[src/rtl/dmem_pkg.sv]
// Shared definitions for the data memory controller.
//   size_e      : access size encodings carried on req_size
//   state_e     : controller FSM states
//   LATENCY_MIN/LATENCY_MAX : legal range of the LATENCY parameter
package dmem_pkg;

    typedef enum logic [1:0] {
        SizeByte    = 2'b00,
        SizeHalf    = 2'b01,
        SizeWord    = 2'b10,
        SizeIllegal = 2'b11
    } size_e;

    typedef enum logic [1:0] {
        StIdle = 2'b00,
        StWait = 2'b01,
        StResp = 2'b10
    } state_e;

    localparam int unsigned LATENCY_MIN = 1;
    localparam int unsigned LATENCY_MAX = 4;

endpackage

[src/rtl/dmem_byte_ram.sv]
// DEPTH_WORDS x 32-bit storage with per-byte write enables and a registered read.
//   clk   : clock
//   en    : access enable; read and any enabled byte writes happen on this edge
//   we    : byte-lane write enables (bit i writes wdata[8*i+7:8*i])
//   addr  : word index
//   wdata : write data, already replicated onto the addressed lanes
//   rdata : word read on the last enabled edge (pre-write contents); held otherwise
// Contents are deliberately not reset.
module dmem_byte_ram #(
    parameter int unsigned DEPTH_WORDS = 64,
    localparam int unsigned AW = (DEPTH_WORDS > 1) ? $clog2(DEPTH_WORDS) : 1
) (
    input  logic          clk,
    input  logic          en,
    input  logic [3:0]    we,
    input  logic [AW-1:0] addr,
    input  logic [31:0]   wdata,
    output logic [31:0]   rdata
);

    logic [31:0] mem [DEPTH_WORDS];

    always_ff @(posedge clk) begin
        if (en) begin
            for (int i = 0; i < 4; i++) begin
                if (we[i]) begin
                    mem[addr][8*i +: 8] <= wdata[8*i +: 8];
                end
            end
            rdata <= mem[addr];
        end
    end

endmodule

[src/rtl/data_memory_ctrl.sv]
// Single-outstanding load/store controller in front of a byte-enabled word RAM.
//   clk, rst_n           : clock, asynchronous active-low reset
//   req_valid/req_ready  : request handshake (ready only while idle)
//   req_we, req_size, req_unsigned, req_addr, req_wdata : request fields
//   rsp_valid/rsp_ready  : response handshake, LATENCY cycles after acceptance
//   rsp_rdata, rsp_err   : extended load data (0 for stores/errors), fault flag
module data_memory_ctrl
    import dmem_pkg::*;
#(
    parameter int unsigned DEPTH_WORDS = 64,
    parameter int unsigned LATENCY     = 1
) (
    input  logic        clk,
    input  logic        rst_n,
    input  logic        req_valid,
    output logic        req_ready,
    input  logic        req_we,
    input  logic [1:0]  req_size,
    input  logic        req_unsigned,
    input  logic [31:0] req_addr,
    input  logic [31:0] req_wdata,
    output logic        rsp_valid,
    input  logic        rsp_ready,
    output logic [31:0] rsp_rdata,
    output logic        rsp_err
);

    localparam int unsigned AW = (DEPTH_WORDS > 1) ? $clog2(DEPTH_WORDS) : 1;
    // WAIT lasts LATENCY-1 edges; the counter holds the remaining extra edges.
    localparam logic [1:0] WAIT_INIT = (LATENCY >= 2) ? 2'(LATENCY - 2) : 2'd0;

    if (LATENCY < LATENCY_MIN || LATENCY > LATENCY_MAX) begin : g_bad_latency
        $error("data_memory_ctrl: LATENCY out of range");
    end

    state_e      state_q;
    logic [1:0]  wait_cnt_q;
    logic        cap_we;
    logic [1:0]  cap_size;
    logic        cap_unsigned;
    logic [31:0] cap_addr;
    logic [31:0] cap_wdata;

    // The RAM access happens on the accepting edge when LATENCY = 1, otherwise on
    // the edge leaving WAIT; pick live or captured fields accordingly.
    logic        cur_we;
    logic [1:0]  cur_size;
    logic [31:0] cur_addr;
    logic [31:0] cur_wdata;
    logic        cur_err;
    logic [3:0]  cur_be;
    logic [31:0] lane_wdata;
    logic        accept;
    logic        access;
    logic        ram_en;
    logic [31:0] ram_rdata;

    assign cur_we    = (state_q == StIdle) ? req_we    : cap_we;
    assign cur_size  = (state_q == StIdle) ? req_size  : cap_size;
    assign cur_addr  = (state_q == StIdle) ? req_addr  : cap_addr;
    assign cur_wdata = (state_q == StIdle) ? req_wdata : cap_wdata;

    assign accept = req_valid && req_ready && (state_q == StIdle);
    assign access = (accept && (LATENCY == 1)) || ((state_q == StWait) && (wait_cnt_q == 2'd0));

    always_comb begin
        cur_err    = 1'b0;
        cur_be     = 4'b0000;
        lane_wdata = cur_wdata;
        case (cur_size)
            SizeByte: begin
                cur_be     = 4'b0001 << cur_addr[1:0];
                lane_wdata = {4{cur_wdata[7:0]}};
            end
            SizeHalf: begin
                cur_err    = cur_addr[0];
                cur_be     = cur_addr[1] ? 4'b1100 : 4'b0011;
                lane_wdata = {2{cur_wdata[15:0]}};
            end
            SizeWord: begin
                cur_err = (cur_addr[1:0] != 2'b00);
                cur_be  = 4'b1111;
            end
            default: cur_err = 1'b1;
        endcase
        if ({2'b00, cur_addr[31:2]} >= DEPTH_WORDS) begin
            cur_err = 1'b1;
        end
    end

    // Errored accesses never touch the RAM, so no errored store can write.
    assign ram_en = access && !cur_err;

    dmem_byte_ram #(
        .DEPTH_WORDS(DEPTH_WORDS)
    ) u_ram (
        .clk  (clk),
        .en   (ram_en),
        .we   (cur_we ? cur_be : 4'b0000),
        .addr (cur_addr[AW+1:2]),
        .wdata(lane_wdata),
        .rdata(ram_rdata)
    );

    always_ff @(posedge clk or negedge rst_n) begin
        if (!rst_n) begin
            state_q      <= StIdle;
            wait_cnt_q   <= 2'd0;
            req_ready    <= 1'b0;
            rsp_valid    <= 1'b0;
            rsp_err      <= 1'b0;
            cap_we       <= 1'b0;
            cap_size     <= 2'b00;
            cap_unsigned <= 1'b0;
            cap_addr     <= 32'd0;
            cap_wdata    <= 32'd0;
        end else begin
            unique case (state_q)
                StIdle: begin
                    if (!req_ready) begin
                        // First edge after reset release.
                        req_ready <= 1'b1;
                    end else if (req_valid) begin
                        cap_we       <= req_we;
                        cap_size     <= req_size;
                        cap_unsigned <= req_unsigned;
                        cap_addr     <= req_addr;
                        cap_wdata    <= req_wdata;
                        req_ready    <= 1'b0;
                        if (LATENCY == 1) begin
                            state_q   <= StResp;
                            rsp_valid <= 1'b1;
                            rsp_err   <= cur_err;
                        end else begin
                            state_q    <= StWait;
                            wait_cnt_q <= WAIT_INIT;
                        end
                    end
                end
                StWait: begin
                    if (wait_cnt_q == 2'd0) begin
                        state_q   <= StResp;
                        rsp_valid <= 1'b1;
                        rsp_err   <= cur_err;
                    end else begin
                        wait_cnt_q <= wait_cnt_q - 2'd1;
                    end
                end
                StResp: begin
                    if (rsp_ready) begin
                        state_q   <= StIdle;
                        rsp_valid <= 1'b0;
                        rsp_err   <= 1'b0;
                        req_ready <= 1'b1;
                    end
                end
                default: state_q <= StIdle;
            endcase
        end
    end

    // Load extraction from the RAM read register, which only changes on access
    // edges and therefore stays stable throughout RESP.
    logic [7:0]  lane_byte;
    logic [15:0] lane_half;
    logic [31:0] load_ext;

    always_comb begin
        lane_byte = ram_rdata[7:0];
        unique case (cap_addr[1:0])
            2'd0: lane_byte = ram_rdata[7:0];
            2'd1: lane_byte = ram_rdata[15:8];
            2'd2: lane_byte = ram_rdata[23:16];
            2'd3: lane_byte = ram_rdata[31:24];
        endcase
        lane_half = cap_addr[1] ? ram_rdata[31:16] : ram_rdata[15:0];
        case (cap_size)
            SizeByte: load_ext = {{24{!cap_unsigned && lane_byte[7]}}, lane_byte};
            SizeHalf: load_ext = {{16{!cap_unsigned && lane_half[15]}}, lane_half};
            default:  load_ext = ram_rdata;
        endcase
    end

    assign rsp_rdata = (rsp_valid && !rsp_err && !cap_we) ? load_ext : 32'd0;

endmodule

[config.mk]
export PLATFORM = sky130hd
export DESIGN_NAME = data_memory_ctrl
export DESIGN_NICKNAME = d
export VERILOG_FILES = /design/src/rtl/dmem_pkg.sv /design/src/rtl/dmem_byte_ram.sv /design/src/rtl/data_memory_ctrl.sv
export SDC_FILE = /design/constraint.sdc
export NUM_CORES = 2
export LEC_CHECK = 0
export CAP_MARGIN = 10
export CORE_MARGIN = 2
export CORE_UTILIZATION = 51
export DETAILED_ROUTE_END_ITERATION = 12
export MAX_ROUTING_LAYER = met4
export PLACE_DENSITY = 0.67
export SYNTH_ARGS = -nofsm -noshare
export SYNTH_HDL_FRONTEND = slang
export SYNTH_SLANG_ARGS = --single-unit
[constraint.sdc]
create_clock -name clk -period 12.4 [get_ports clk]
set_input_delay 2.48 -clock clk [delete_from_list [all_inputs] [get_ports clk]]
set_output_delay 2.48 -clock clk [all_outputs]
set_load 0.01 [all_outputs]
==> metrics.csv <==
metric;value;unit
reg2reg setup slack;6530;ps
Pleak;28.6;nW
Tcrit/Tclk final;0.562;
Sink Count;2145;
CTS clock-pin slew for the worst setup and hold paths;60;ps
crit-path most repeated cell;buf_4;
row count;148;
final critical-path required period;6970;ps
Synth area leaders;edfxtp_1 75%, o21ai_0 6.1%, a22oi_1 4.0%;
Starting Density;0.514;
per-cell routed wire length;29.4;um
EDFF count, synth;2080;
placed insts;7548;
vias per cell;6.64;
Max stage delay cell, worst path;nor4bb_1;
count leader, synth;edfxtp_1;
CTS tree;built;
Crit Path Class;input port to flop;
final instance area;0.0946;mm^2
worst hold path class;flop to flop;
overall power;20.2;mW
Yosys cell types;51;
Setup-failing EPs final;0;
Overflow after GRT;0;
I/O pin count;107;
ys async rst share;0.0303;
Die H;409;um
Power Dens Cells;213;mW/mm^2
pin count of the biggest net entering global routing;140;
antenna viol nets, final;0;
CTS H-tree depth;4;
hpwl dp;128;mm
cell taking the most area after synthesis;edfxtp_1;
Multi-input gate area;0.0180;mm^2
Critical Path AT;7410;ps
CP startpoint kind;input port;
hold worst-path end;cap_wdata[13];
Routed WL;234;mm
hold path start;cap_wdata[13];
synthesized instance count;5477;
fin. max-slew vios;0;
CTS hold repair buffers;0;
R2R Path End;u_ram.mem[47][18];
Reg area;0.0641;mm^2
hold path depth;1;
Cell Count, Final, Fillers Out;7964;
Seq cells post-synth;2145;
first-pass GRT wire length;343;mm
fin nets;5687;
clk buf depth;3;
clk root buf;clkbuf_16;
# port buffers;106;
RR Startpoint;state_q[1];
final hold vios;0;
crit end category;flop;
Yosys warning count;0;
total CTS buffers;203;
worst-path cell chain;clkdlybuf4s50_1, nand3b_1, buf_4, nor4_1, nand3_1, nor4bb_1, nand2_2, buf_4, nor3_1;
Critical Path Fanout Max;66;
Core ar.;0.163;mm^2
Residual DRC;0;
Global Route Usage Sum;0.283;
Max-Cap Viols;0;
Synth Area per Inst;15.3;um^2
total number of vias;52900;
Rel. slew slack;0.143;
worst vdd ir;0.000225;V
CP required;12840;ps
Setup Buffers After CTS;0;
Synth top cells by count;2080 x edfxtp_1, 1017 x o21ai_0, 444 x a22oi_1, 367 x clkbuf_1, 270 x nor3_1;
First DRT Iteration DRCs;7733;
path depth of the worst reg2reg path;8;
RSZ-0062 raised after global routing;no;
Seq/Total Area, Yosys;0.767;
Setup crit start;req_valid;
syn_nets;5549;
Setup TNS;0;ps
Slew @ Worst Pin;1280;ps
GPL Wtd Cong;0.868;
fillcell total;12200;
P&R area growth vs syn;13.2;%
top cell type's share of synthesized area;0.747;
WHS;506;ps
Main synth FF type;edfxtp_1;
share of post-route cells with drive strength above 1;0.128;
CP max stage delay;960;ps
clock skew;27.0;ps
full die area;0.167;mm^2
outcome;finished clean;
synthesized area;0.0836;mm^2
Chip Width;409;um
vias in the first global route;50700;
drt pass-1 iters;7;
dpl cell area;0.0880;mm^2
Skew-Pair Late Insertion Delay;840;ps
Max Clock Freq;0.143;GHz
initial antenna violation count;3;
post-cts sizing count;0;
-- kinds of logic (layout without fill, tap and decap cells) --
kind of cell	Yosys count	count (layout)	synth area share
AO/OA/AOI/OAI	1881	1881	0.133
flip-flops	2145	2145	0.767
other	0	4	0
multiplexers	101	101	0.0141
AND/OR/NAND/NOR	847	847	0.0622
buffers and inverters	503	811	0.0242
-- cell usage in the layout (no fill, tap or decap), types with 26 or more instances in the layout --
master           count
a21oi_1            126
a31oi_1            141
clkinv_2            42
nor3_1             263
a22oi_1            444
buf_4              262
inv_1               29
o22ai_1             26
and4_1             223
clkbuf_1            42
clkbuf_16          208
edfxtp_1          2080
nand4_1             53
clkdlybuf4s50_1    105
nand2_1             68
clkinv_1            56
a22o_1              68
o21ai_0           1005
nand3_1             86
mux2_2              76
nor2_1              55
dfrtp_1             64
-- power by group --
group	switching (mW)	leakage [nW]	internal, mW
Clock	2.63	3.15	3.41
Combinational	3.65	6.01	1.11
Sequential	0.0985	19.5	9.29
-- worst max-delay path by stage --
stage | end | cells past startpoint | slack [ps]
2_1_floorplan | u_ram.mem[0][24] | 4 | 6070
3_3_place_gp | u_ram.mem[47][16] | 9 | 4600
3_5_place_dp | u_ram.mem[48][19] | 9 | 4540
4_1_cts | u_ram.mem[47][20] | 9 | 5430
5_1_grt | u_ram.mem[47][18] | 9 | 5190
6_report | u_ram.mem[47][18] | 9 | 5430
-- flip-flops by register name, summed over array words and instances (netlist names) --
name          flops
cap_wdata        32
cap_addr         26
state_q           1
req_ready         1
u_ram.rdata      32
cap_unsigned      1
u_ram.mem      2048
cap_we            1
rsp_err           1
cap_size          2
-- cell type report --
cell class / instances / share of cell area
sequential: 2145 / 0.677
multi-input combinational: 2829 / 0.190
clock buffer: 250 / 0.0567
timing repair buffer: 407 / 0.0353
tap: 2175 / 0.0288
clock inverter: 125 / 0.0110
inverter: 29 / 0.00115
antenna: 4 / 0.000106
-- routing by layer --
| metal | vias to the layer above | global-route usage | routed length [um] |
|---|---|---|---|
| li1 | 22300 | - | - |
| met3 | 464 | 0.0598 | 26700 |
| met1 | 26800 | 0.384 | 90800 |
| met5 | - | - | 0 |
| met4 | 0 | 0.0922 | 7530 |
| met2 | 3332 | 0.431 | 109000 |
-- worst max-delay path, delay by kind of cell --
family                 cells  cell delay, ps
and+or+nand+nor            6            3470
buffers and inverters      3            1390
-- stage by stage --
step / setup slack (ps) / utilization
after floorplan: 6070 / -
after global placement: 4600 / 0.540
after detailed placement: 4540 / 0.541
after CTS: 5430 / 0.580
after global routing: 5190 / 0.581
final: 5430 / 0.581
(Power assumes the default switching activity.)
